==> src/rtl/bcd_result_display.sv <==
// Captures a 3-digit BCD sum on a rising load edge and shows it on three 7-segment displays.
// Optional macro BCD_DISP_LZB_EN enables leading-zero blanking of the tens and hundreds digits.
module bcd_result_display #(
    parameter int unsigned BLINK_DIV = 25000000
) (
    input  logic       CLOCK_50,
    input  logic       reset_n,
    input  logic [8:0] vec_to_decimal,
    input  logic       load,
    output logic [6:0] HEX0,
    output logic [6:0] HEX1,
    output logic [6:0] HEX2,
    output logic       valid,
    output logic       err
);

    localparam int unsigned CntW = $clog2(BLINK_DIV);
    localparam logic [CntW-1:0] CntMax = CntW'(BLINK_DIV - 1);

    localparam logic [6:0] SegBlank = 7'h7F;
    localparam logic [6:0] SegE     = 7'b0000110;

    typedef enum logic [1:0] {StBlank, StShow, StError} state_e;

    state_e          state_q, state_d;
    logic            load_q;
    logic [8:0]      held_q, held_d;
    logic [CntW-1:0] cnt_q, cnt_d;
    logic            blink_q, blink_d;
    logic [6:0]      hex0_d, hex1_d, hex2_d;
    logic            valid_d, err_d;
    logic            capture;
    logic            bad_digit;

    function automatic logic [6:0] seg7(input logic [3:0] d);
        logic [6:0] s;
        case (d)
            4'd0:    s = 7'b1000000;
            4'd1:    s = 7'b1111001;
            4'd2:    s = 7'b0100100;
            4'd3:    s = 7'b0110000;
            4'd4:    s = 7'b0011001;
            4'd5:    s = 7'b0010010;
            4'd6:    s = 7'b0000010;
            4'd7:    s = 7'b1111000;
            4'd8:    s = 7'b0000000;
            4'd9:    s = 7'b0010000;
            default: s = SegBlank;
        endcase
        return s;
    endfunction

    assign capture   = load & ~load_q;
    assign bad_digit = (vec_to_decimal[7:4] > 4'd9) || (vec_to_decimal[3:0] > 4'd9);

    // Next state, held value and blink timer; any capture restarts the blink phase.
    always_comb begin
        state_d = state_q;
        held_d  = held_q;
        cnt_d   = '0;
        blink_d = 1'b0;
        if (capture) begin
            held_d = vec_to_decimal;
            if (bad_digit) begin
                state_d = StError;
                blink_d = 1'b1;
            end else begin
                state_d = StShow;
            end
        end else if (state_q == StError) begin
            blink_d = blink_q;
            if (cnt_q == CntMax) begin
                cnt_d   = '0;
                blink_d = ~blink_q;
            end else begin
                cnt_d = cnt_q + CntW'(1);
            end
        end
    end

    // Display decode from registered state only, so outputs never see the inputs directly.
    always_comb begin
        hex0_d  = SegBlank;
        hex1_d  = SegBlank;
        hex2_d  = SegBlank;
        valid_d = 1'b0;
        err_d   = 1'b0;
        case (state_q)
            StShow: begin
                hex0_d  = seg7(held_q[3:0]);
                hex1_d  = seg7(held_q[7:4]);
                hex2_d  = held_q[8] ? seg7(4'd1) : seg7(4'd0);
                valid_d = 1'b1;
`ifdef BCD_DISP_LZB_EN
                if (!held_q[8]) begin
                    hex2_d = SegBlank;
                    if (held_q[7:4] == 4'd0) begin
                        hex1_d = SegBlank;
                    end
                end
`endif
            end
            StError: begin
                hex0_d = SegE;
                err_d  = blink_q;
            end
            default: ;
        endcase
    end

    always_ff @(posedge CLOCK_50) begin
        if (!reset_n) begin
            state_q <= StBlank;
            held_q  <= '0;
            load_q  <= 1'b1;
            cnt_q   <= '0;
            blink_q <= 1'b0;
            HEX0    <= SegBlank;
            HEX1    <= SegBlank;
            HEX2    <= SegBlank;
            valid   <= 1'b0;
            err     <= 1'b0;
        end else begin
            state_q <= state_d;
            held_q  <= held_d;
            load_q  <= load;
            cnt_q   <= cnt_d;
            blink_q <= blink_d;
            HEX0    <= hex0_d;
            HEX1    <= hex1_d;
            HEX2    <= hex2_d;
            valid   <= valid_d;
            err     <= err_d;
        end
    end

endmodule

==> config.mk <==
export PLATFORM = sky130hd
export DESIGN_NAME = bcd_result_display
export DESIGN_NICKNAME = d
export VERILOG_FILES = /design/src/rtl/bcd_result_display.sv
export SDC_FILE = /design/constraint.sdc
export NUM_CORES = 1
export LEC_CHECK = 0
export ABC_CLOCK_PERIOD_IN_PS = 3700
export CORE_MARGIN = 5
export CORE_UTILIZATION = 50
export CTS_BUF_LIST = sky130_fd_sc_hd__clkbuf_8 sky130_fd_sc_hd__clkbuf_16
export CTS_CLUSTER_SIZE = 10
export DETAILED_ROUTE_END_ITERATION = 16
export HOLD_SLACK_MARGIN = 0.05
export PLACE_DENSITY = 0.73
export SLEW_MARGIN = 20
export SYNTH_ARGS = -nofsm -noshare
export SYNTH_HDL_FRONTEND = slang
export SYNTH_SLANG_ARGS = --single-unit
==> constraint.sdc <==
create_clock -name CLOCK_50 -period 3.7 [get_ports CLOCK_50]
set_clock_uncertainty 0.2 [all_clocks]
set_input_delay 0.74 -clock CLOCK_50 [delete_from_list [all_inputs] [get_ports CLOCK_50]]
set_output_delay 0.74 -clock CLOCK_50 [all_outputs]
set_load 0.005 [all_outputs]
Word-level counts from Yosys, hierarchy flattened
Memories as Yosys holds them, arrays and structs flattened. A register that Yosys moved wholly into a read port is not among the register bits.
Index checks and enable logic that the tools add are counted.
{ "op_classes": {"n_mux": 10, "n_reduce_logical": 5, "eq_ne": 4, "order_cmp": 2, "n_bitwise": 5, "n_addsub": 1} }
{ "op_table": {"columns": ["operator", "n"], "rows": [
  ["25-bit by 1-bit adder with 25-bit output, second input constant", 1],
  ["25-bit == test, second input constant", 1],
  ["7-bit one-hot mux with 2 select lines", 1],
  ["4-bit > comparator, second input constant", 2],
  ["4-bit 2-to-1 mux", 2],
  ["6-bit 2-to-1 mux", 1],
  ["1-bit 2-to-1 mux", 5],
  ["1-bit inverter", 4],
  ["2-bit AND reduction", 2],
  ["4-bit OR reduction", 1],
  ["3-bit by 2-bit inequality test with 1-bit output, second input constant", 1],
  ["2-bit by 1-bit == test with 1-bit output, second input constant", 1],
  ["2-bit == test, second input constant", 1],
  ["2-bit 2-to-1 mux", 1],
  ["1-bit AND", 1],
  ["1-bit zero test", 1],
  ["1-bit logical OR", 1]
]} }
{ "word_totals": {"reg_bits": 54, "in_bits": 12, "out_inout_bits": 23, "memories": 2, "rom_bits": 224, "elab_cells": 38} }
{ "memory_table": {"columns": ["name", "words", "width", "rd", "rd_ports_with_merged_regs", "write_ports", "line", "source"], "rows": [
  ["(name not given)", 16, 7, 1, 1, 0, "37", "case (d)"],
  ["(name not given)", 16, 7, 1, 1, 0, "37", null]
]} }

Longest topological paths before layout
{ "logic_depth": {"word_depth": 4, "ltp_mapped": 9, "depth_no_buf": 8} }

Least setup slack after synthesis
Ideal clock, no wire load.
{ "synth_timing": {"path_kind": "in2reg", "start": "in load", "end": "reg (tool-made name)", "t_required_ps": 3430, "cell_stages": 9, "setup_ps": 70, "path_buffers": 1, "arrival_ps": 2033, "slack_ps": 1397, "path_cell_list": "and2b_1 -> buf_4 -> mux2i_1 -> nor2_1 -> inv_1 -> ha_1 -> o21ai_0 -> o21ai_0 -> a21oi_1"} }
{ "synth_rtl": {"columns": ["item", "line", "source"], "rows": [
  ["start: declaration", "9", "input logic load,"]
]} }

==> flow_metrics.env <==
export IMPL_max_freq_mhz=341
export IMPL_reg2regPathDepth=6
export IMPL_final_common_cell="dfxtp_1"
export IMPL_cp_max_fo=11
export IMPL_drt_pass1_iterations=4
export IMPL_cts_resized=0
export IMPL_period_needed_ns=2.93
export IMPL_antenna_found_initial=0
export IMPL_row_count=26
export IMPL_multi_input_area_mm2=0.00127
export IMPL_die_width_um=83.3
export IMPL_final_max_slew_viol_count=0
export IMPL_worstHoldPathType="register to register"
export IMPL_routed_wl_um=4640
export IMPL_ys_warn_count=0
export IMPL_coreArea_mm2=0.00517
export IMPL_ys_seq_elements=63
export IMPL_cts_root_buf="clkbuf_8"
export IMPL_grt_overflow=0
export IMPL_syn_area_mm2=0.00269
export IMPL_hold_buffers=0
export IMPL_ys_seq_area_share_pct=46.9
export IMPL_crit_type="input pin to register"
export IMPL_reg2reg_slack_ns=1.31
export IMPL_grt_pass1_vias=1828
export IMPL_drv_cap=0
export IMPL_final_cell_mix="dfxtp_1 (63), nor2_1 (34), clkdlybuf4s50_1 (33)"
export IMPL_outcome="finished, final reports clean"
export IMPL_cts_setup_buffers=0
export IMPL_fin_crit_sh_pct=79.2
export IMPL_synth_avg_cell_area_um2=9.08
export IMPL_total_power_w=0.00138
export IMPL_setup_tns_final_ns=0
export IMPL_timing_hold_ws_ns=0.226
export IMPL_vias=1953
export IMPL_grt_usage_pct=14.4
export IMPL_hold_path_depth=2
export IMPL_postRouteAntennaNets=0
export IMPL_final_setup_viol_count=0
export IMPL_drive_gt1_share_pct=7.83
export IMPL_io_pins=35
export IMPL_gp_congestion=0.809
export IMPL_start_kind="input pin"
export IMPL_worst_skew_pair_late_latency_ns=0.33
export IMPL_drc=0
export IMPL_required_ns=3.69
export IMPL_yosysTopAreaCell="dfxtp_1"
export IMPL_area_growth_synth_to_final_pct=20.0
export IMPL_path_clk_slew_ns=0.07
export IMPL_n_antenna_cell=0
export IMPL_grt_first_pass_wirelength_um=8110
export IMPL_crit_path_end_kind="register"
export IMPL_critPathArrivalTime_ns=2.92
export IMPL_ys_top_cells_by_area="dfxtp_1 (47%), ha_1 (6.0%), nor2_1 (4.7%), nand2_1 (4.3%), xor2_1 (4.2%)"
export IMPL_syn_inst=296
export IMPL_hold_viol_final=0
export IMPL_yosys_area_top_type_share_pct=46.9
export IMPL_nNetsFinal=352
export IMPL_vdd_drop_max_mv=0.261
export IMPL_power_density_mw_per_mm2=428
export IMPL_worstMarginPinSlew_ns=0.823
export IMPL_cts_made_buffers=9
export IMPL_port_buffers=33
export IMPL_pre_cts_slack_ns=0.469
export IMPL_p_leak_nw=1.25
export IMPL_rsz0062_at_grt="no"
export IMPL_setup_slack_ns=0.770
export IMPL_die_area_mm2=0.00694
export IMPL_die_y_um=83.3
export IMPL_drt_iter0_drc=133
export IMPL_vias_per_cell=4.86
export IMPL_ff_latch_area_mm2=0.00126
export IMPL_slew_headroom_pct=45.1
export IMPL_clockBufferDepth=2
export IMPL_wire_per_inst_um=11.5
export IMPL_cts_tree="built"
export IMPL_syn_nets=321
export IMPL_cts_htree_levels=3
export IMPL_clkSinkCount=63
export IMPL_start_util_pct=52.0
export IMPL_ys_types=36
export IMPL_dp_hpwl_um=3220
export IMPL_grt_max_degree=25
export IMPL_fillers=434
[Yosys cell counts, drive strengths merged]
| library cell | instances |
|---|---|
| dfxtp | 63 |
| nor2 | 34 |
| nand2 | 33 |
| a21oi | 15 |
| o21ai | 15 |
| inv | 14 |
| ha | 13 |
| xor2 | 13 |
| nand3 | 12 |
| xnor2 | 11 |
| buf | 10 |
| nand4 | 9 |
| and3 | 7 |
| mux2i | 7 |
| nand2b | 6 |
| clkbuf | 5 |
| nor2b | 5 |
| nor3 | 5 |
| a21o | 3 |
| nor4 | 3 |
| mux2 | 2 |
| or3 | 2 |
| and2b | 1 |
| and4 | 1 |
| clkinv | 1 |
| conb | 1 |
| nor4b | 1 |
| o211ai | 1 |
| o21a | 1 |
| o22ai | 1 |
| or2 | 1 |
[stage by stage]
step                instances  utilization (%)  area, µm²
floorplan                 296                -       2690
global placement          386             58.3       3020
detailed placement        386             58.3       3020
CTS                       402             62.4       3230
global route              402             62.4       3230
finish                    402             62.4       3230
[area by class of cell]
class | instances | area share, %
Inverter | 15 | 1.75
Clock inverter | 4 | 1.36
Multi-Input combinational cell | 203 | 39.3
Sequential cell | 63 | 39.1
Clock buffer | 12 | 5.12
Timing Repair Buffer | 35 | 10.7
Tap cell | 70 | 2.72
[worst max-delay path, stage by stage]
cell	delay, ns
clkdlybuf4s50_1	0.49
and2b_1	0.38
mux2i_1	0.27
nand2b_1	0.32
inv_1	0.14
nor3_1	0.49
a21oi_1	0.08
[per-layer routing]
layer,GRT usage (%),wire length (µm),vias up
li1,-,-,1041
met1,18.6,2210,872
met2,21.4,2120,29
met3,3.96,183,11
met4,8.02,119,0
met5,0,0,-
[worst paths after layout]
path            start  endpoint
max              load  register
min          register   HEX0[1]
max reg2reg    load_q  register
min reg2reg  register   HEX0[1]
[cell families after synthesis]
family / share of synthesized area [%]
AO/OA/AOI/OAI: 7.21
XOR/XNOR: 7.82
adder cells (fa/ha/maj): 6.05
buffers and inverters: 6.00
flip-flops: 46.9
multiplexers: 3.44
other: 0.139
AND/OR/NAND/NOR: 22.4
[power breakdown]
group | internal [W] | switching (W)
clock network | 0.000361 | 0.000240
registers | 0.000695 | 0.00000826
logic | 0.0000397 | 0.0000352
No activity file was read; power rests on OpenSTA's default activity.
==> edit 1, RTL diff (same settings) <==
Register the output `HEX2` once more, with the module's reset; this adds one clock of latency there. The other outputs are not delayed to match.
--- a/src/rtl/bcd_result_display.sv
+++ b/src/rtl/bcd_result_display.sv
@@ -21,6 +21,8 @@
     localparam logic [6:0] SegE     = 7'b0000110;
 
     typedef enum logic [1:0] {StBlank, StShow, StError} state_e;
+
+    logic [6:0] HEX2_s0;
 
     state_e          state_q, state_d;
     logic            load_q;
@@ -117,7 +119,7 @@
             blink_q <= 1'b0;
             HEX0    <= SegBlank;
             HEX1    <= SegBlank;
-            HEX2    <= SegBlank;
+            HEX2_s0 <= SegBlank;
             valid   <= 1'b0;
             err     <= 1'b0;
         end else begin
@@ -128,11 +130,19 @@
             blink_q <= blink_d;
             HEX0    <= hex0_d;
             HEX1    <= hex1_d;
-            HEX2    <= hex2_d;
+            HEX2_s0 <= hex2_d;
             valid   <= valid_d;
             err     <= err_d;
         end
     end
 
+    always_ff @(posedge CLOCK_50) begin
+        if (!reset_n) begin
+            HEX2 <= '0;
+        end else begin
+            HEX2 <= HEX2_s0;
+        end
+    end
+
 endmodule
 
Check against the original RTL: not equivalent (a bounded check fails within 4 cycles, from zero or initial values and one cycle with reset_n low).
==> edit 1 against the original RTL <==
Final area grew 3.1%; maximum frequency up 12%; largest cell class is now registers; register-to-register slack better by 240 ps; worst setup slack gained 310 ps; routed wire length is 2.6% higher; total power is 13% higher; area after synthesis up 1.3%; sequential cell count rose by 3; cell count down 0.50%; die area up 1.2%.
==> edit 1: results (changes against the original RTL) <==
| Metric | Value |
|---|---|
| Outcome | finished, final reports clean |
| Routed len/inst | 11.9 um (+3.1%) |
| Ys flop type | dfxtp_1 |
| Area contributors post-synth | dfxtp_1 (49%), ha_1 (6.0%), xor2_1 (5.5%) |
| Post-detail-place hpwl | 3.25 mm (+1.2%) |
| Slowest stage cell, crit path | clkdlybuf4s50_1 |
| Xor and xnor area share after synthesis | 7.72% (-0.10 points) |
| Layout cell share with drive strength beyond 1 | 8.18% (+0.35 points) |
| Crit path arrival time | 2680 ps (-240 ps) |
| Post-synthesis register bit count | 66 (+4.8%) |
| Tightest Pin Transition | 497 ps (-326 ps) |
| Synth top cells by count | dfxtp_1 (66), nor2_1 (34), nand2_1 (32) |
| Final #Nets | 350 (-0.57%) |
| Synth Area in Compound Gates | 7.90% (+0.69 points) |
| Maximum VDD drop | 340 uV (+30%) |
| Post-synth cell types | 35 (-2.8%) |
| Iter 0 DRT Violations | 82 (-38%) |
| Multiplexer share of the synthesized area | 3.40% (-0.044 points) |
| Seq/Total Area, Yosys | 48.5% (+1.6 points) |
| Post-Synth Adder-Cell Area | 5.97% (-0.078 points) |
| Max incr delay on CP | ~480 ps |
| Routability cong. | 0.844 (+4.4%) |
| Hold WC Path Type | flop to flop |
| Leak Pwr | 1.27 nW (+1.7%) |
| Vias in the first global route | 1874 (+2.5%) |
| Number of buffers added on ports | 34 (+3.0%) |
| Global-route wire length before repair | 8.39 mm (+3.4%) |
| H-tree depth | 3 (unchanged) |
| CP Max Fanout | 10 (-1) |
| Via-to-Cell Ratio | 4.81 (-1.0%) |
| Initial antenna violation count | 0 (unchanged) |
| Syn nets | 319 (-0.62%) |
| Total track usage | 14.7% (+0.36 points) |
==> edit 1: cell count changes after synthesis, sizes merged, moves of 3 or more <==
| cell | before | now |
|---|---|---|
| xnor2 | 11 | 7 |
| dfxtp | 63 | 66 |
| and2 | 0 | 3 |
| clkbuf | 5 | 8 |
| xor2 | 13 | 17 |
| and4 | 1 | 4 |
==> edit 1: per-stage QoR <==
step | power [W] | instances | area (um2) | hold WS [ps] | setup WS, ps
global placement | 0.000840 | 384 | 3070 | 216 | 840
global route | 0.00163 | 400 | 3330 | 259 | 880
detailed placement | 0.000841 | 384 | 3070 | 218 | 778
floorplan | 0.000803 | 294 | 2720 | 203 | 1250
CTS | 0.00158 | 400 | 3330 | 236 | 1090
finish | 0.00156 | 400 | 3330 | 234 | 1080
==> edit 1: kinds of logic (layout without fill, tap and decap cells) <==
kind of cell    Yosys count  after routing
xor+xnor                 24             24
fa+ha+maj                13             13
flops                    66             66
simple gates            116            116
compound gates           37             37
mux                       9              9
buf+inv                  29             65
==> edit 1: report_power, final <==
part / switching, W / internal (W)
registers: 0.00000906 / 0.000729
clock network: 0.000273 / 0.000467
logic: 0.0000397 / 0.0000468
total: 0.000322 / 0.00124
==> edit 1: final cells by class <==
type / count / area (um2)
Multi-Input combinational cell: 199 / 1260
Clock buffer: 10 / 138
Clock inverter: 6 / 114
Sequential cell: 66 / 1320
Inverter: 13 / 48.8
Timing Repair Buffer: 36 / 355
Tap cell: 70 / 87.6
Fill cell: 455 / 1880
==> edit 1: worst paths after layout <==
path | start | endpoint | slack, ps | cells after the start
max | load | flop | 1080 | 10
min | HEX2_s0[4] | HEX2[5] | 230 | 1
max reg2reg | cnt_q[0] | cnt_q[13] | 1550 | 6
min reg2reg | HEX2_s0[4] | HEX2[5] | 230 | 1
==> edit 1: worst max-delay path: cells and delay by family <==
kind                     cells  cell delay, ps
buffers and inverters        3             820
AND/OR/NAND/NOR              2             420
AO/OA/AOI/OAI                3             380
adder cells (fa/ha/maj)      1             220
multiplexers                 1             110
==> edit 1: routing by layer <==
metal | vias up | part of all wire, % | GRT usage, %
met5 | - | 0 | 0
met4 | 0 | 2.4 | 8.19
met3 | 12 | 4.1 | 3.95
met2 | 33 | 44 | 22.6
met1 | 850 | 49 | 18.7
li1 | 1028 | - | -
==> edit 2, RTL diff (same flow settings) <==
Made on the original files. The option `BCD_DISP_LZB_EN` is turned on by a define.
--- a/src/rtl/bcd_result_display.sv
+++ b/src/rtl/bcd_result_display.sv
@@ -1,5 +1,7 @@
 // Captures a 3-digit BCD sum on a rising load edge and shows it on three 7-segment displays.
 // Optional macro BCD_DISP_LZB_EN enables leading-zero blanking of the tens and hundreds digits.
+`define BCD_DISP_LZB_EN
+
 module bcd_result_display #(
     parameter int unsigned BLINK_DIV = 25000000
 ) (
Behaviour: not the same (a bounded check fails within 4 cycles, from zero or initial values and one cycle with reset_n low).
==> edit 2 against the original RTL <==
Final area grew 5.8%; die area grew 7.2%; maximum frequency grew 13%; total power grew 5.7%; non-clock buffer count shrank 3; routed wire length grew 11%; sequential cell count grew 6; synthesized cell count grew 3.0%; combinational power grew 11%; area after synthesis grew 8.1%; worst setup slack gained 340 ps; critical path type unchanged; largest cell class is now registers; largest power group unchanged; highest routed layer unchanged.
==> edit 2: results (changes against the original RTL) <==
| Metric | Value |
|---|---|
| Flop2flop setup slack | 1370 ps (+60 ps) |
| Hold WC Path Type | flop to flop |
| Synth top cells by count | dfxtp_1 (69), nor2_1 (34), nand2_1 (21) |
| Total track usage | 15.3% (+1.0 points) |
| Post-synth cell types | 40 (+11%) |
| Iter 0 DRT Violations | 89 (-33%) |
| Pint | 0.00113 W (+3.3%) |
| Outcome | finished, final reports clean |
| Gate count after technology mapping | 305 (+3.0%) |
| Initial antenna violation count | 0 (unchanged) |
| Seq/Total Area, Yosys | 47.5% (+0.60 points) |
| Worst-Skew Late Latency | between 300 and 400 ps |
| Final Critical Period | 2590 ps (-340 ps) |
| # resized after CTS | 0 (unchanged) |
| Clk Tree Root Cell | clkbuf_8 |
| Maximum clock insertion buffer count | 2 (unchanged) |
| Slowest stage cell, crit path | clkdlybuf4s50_1 |
| H-tree depth | 3 (unchanged) |
| Post-route insts no fill | 412 (+2.5%) |
| FILL cells | 509 (+17%) |
| Routability cong. | 0.867 (+7.2%) |
| Max-slew headroom | 57.2% (+12 points) |
| Maximum VDD drop | 219 uV (-16%) |
| Fin. Hold Viols | 0 (unchanged) |
| Placed cell area | 3210 um2 (+6.6%) |
| Async SR Flop Fraction | 0% (unchanged) |
| Hold Worst Slack | 203 ps (-23.1 ps) |
| Inserted Diodes | 0 (unchanged) |
| Largest net degree at the start of global routing | 17 (-32%) |
| Clk slew on worst S/H paths | 70 ps (about the same) |
| Max incr delay on CP | roughly 480 ps |
| CP Max Fanout | 8 (-3) |
| Vias in the first global route | 2049 (+12%) |
| # Post-CTS Setup Buffers | 0 (unchanged) |
| Final #Nets | 361 (+2.6%) |
| Layout cell share with drive strength beyond 1 | 10.6% (+2.8 points) |
| Post-detail-place hpwl | 3.77 mm (+17%) |
| Yosys warns | 0 (unchanged) |
| CTS Buf Count | 9 (unchanged) |
| First-pass DRT Iterations | 4 (unchanged) |
| Leak Pwr | 1.40 nW (+12%) |
| Number of buffers added on ports | 29 (-12%) |
| Crit path arrival time | 2660 ps (-260 ps) |
| Cells after DPL | 397 (+2.8%) |
| Setup WS pre-CTS | 768 ps (+300 ps) |
| Via-to-Cell Ratio | 5.00 (+3.0%) |
| Slew Limit Fails | 0 (unchanged) |
| Final wirelength | 5.14 mm (+11%) |
| Global-route wire length before repair | 9.05 mm (+11%) |
| Area contributors post-synth | dfxtp_1 (48%), ha_1 (5.6%), xor2_1 (5.1%) |
edit 2: cell types whose count changed after synthesis, sizes merged, moves of 2 or more:
cell,delta
nand4,-4
xor2,+4
clkbuf,-3
and3,+4
o21ai,-2
buf,+4
nand3,+3
and4,+2
mux2i,+6
nand2,-12
xnor2,-5
and2,+2
or2,+7
dfxtp,+6
edit 2: power by group through the flow:
stage               clock network (W)  registers (W)  logic [W]
floorplan                           0       0.000787  0.0000549
global placement                    0       0.000788  0.0000816
detailed placement                  0       0.000788  0.0000832
CTS                          0.000616       0.000771  0.0000838
global route                 0.000656       0.000773  0.0000935
finish                       0.000604       0.000771  0.0000828
edit 2: cell type report:
cell class              count  area [um2]  share of cell area [%]
clock buffers              10         138                    4.03
clock inverters             5        61.3                    1.80
inverters                  14        52.6                    1.54
multi-input cells         210        1380                    40.4
flip-flops and latches     69        1380                    40.5
well taps                  72        90.1                    2.64
repair buffers             32         313                    9.16
edit 2: cell families after synthesis:
logic type      after synthesis  synth area share [%]
compound gates               32                  5.77
xor+xnor                     23                  6.93
fa+ha+maj                    13                  5.59
buf+inv                      30                  5.64
flops                        69                  47.5
mux                          16                  5.64
other cells                   1                 0.129
simple gates                121                  22.8
edit 2: per-layer routing:
layer	GRT usage (%)	up-vias	wire length (um)
li1	-	1063	-
met1	17.9	956	2260
met2	26.2	30	2570
met3	4.75	12	218
met4	6.09	0	97
met5	0	-	0
edit 2: final timing paths:
kind / start / end / depth (start not counted)
setup / recovery: load / flop / 10
hold / removal: held_q[8] / HEX2[1] / 1
setup reg to reg: cnt_q[0] / cnt_q[17] / 6
hold reg to reg: held_q[8] / HEX2[1] / 1
edit 2: worst max-delay path, delay by kind of cell:
family,cells,cell delay (ps)
buf+inv,3,810
simple gates,2,410
compound gates,3,390
fa+ha+maj,1,220
mux,1,110
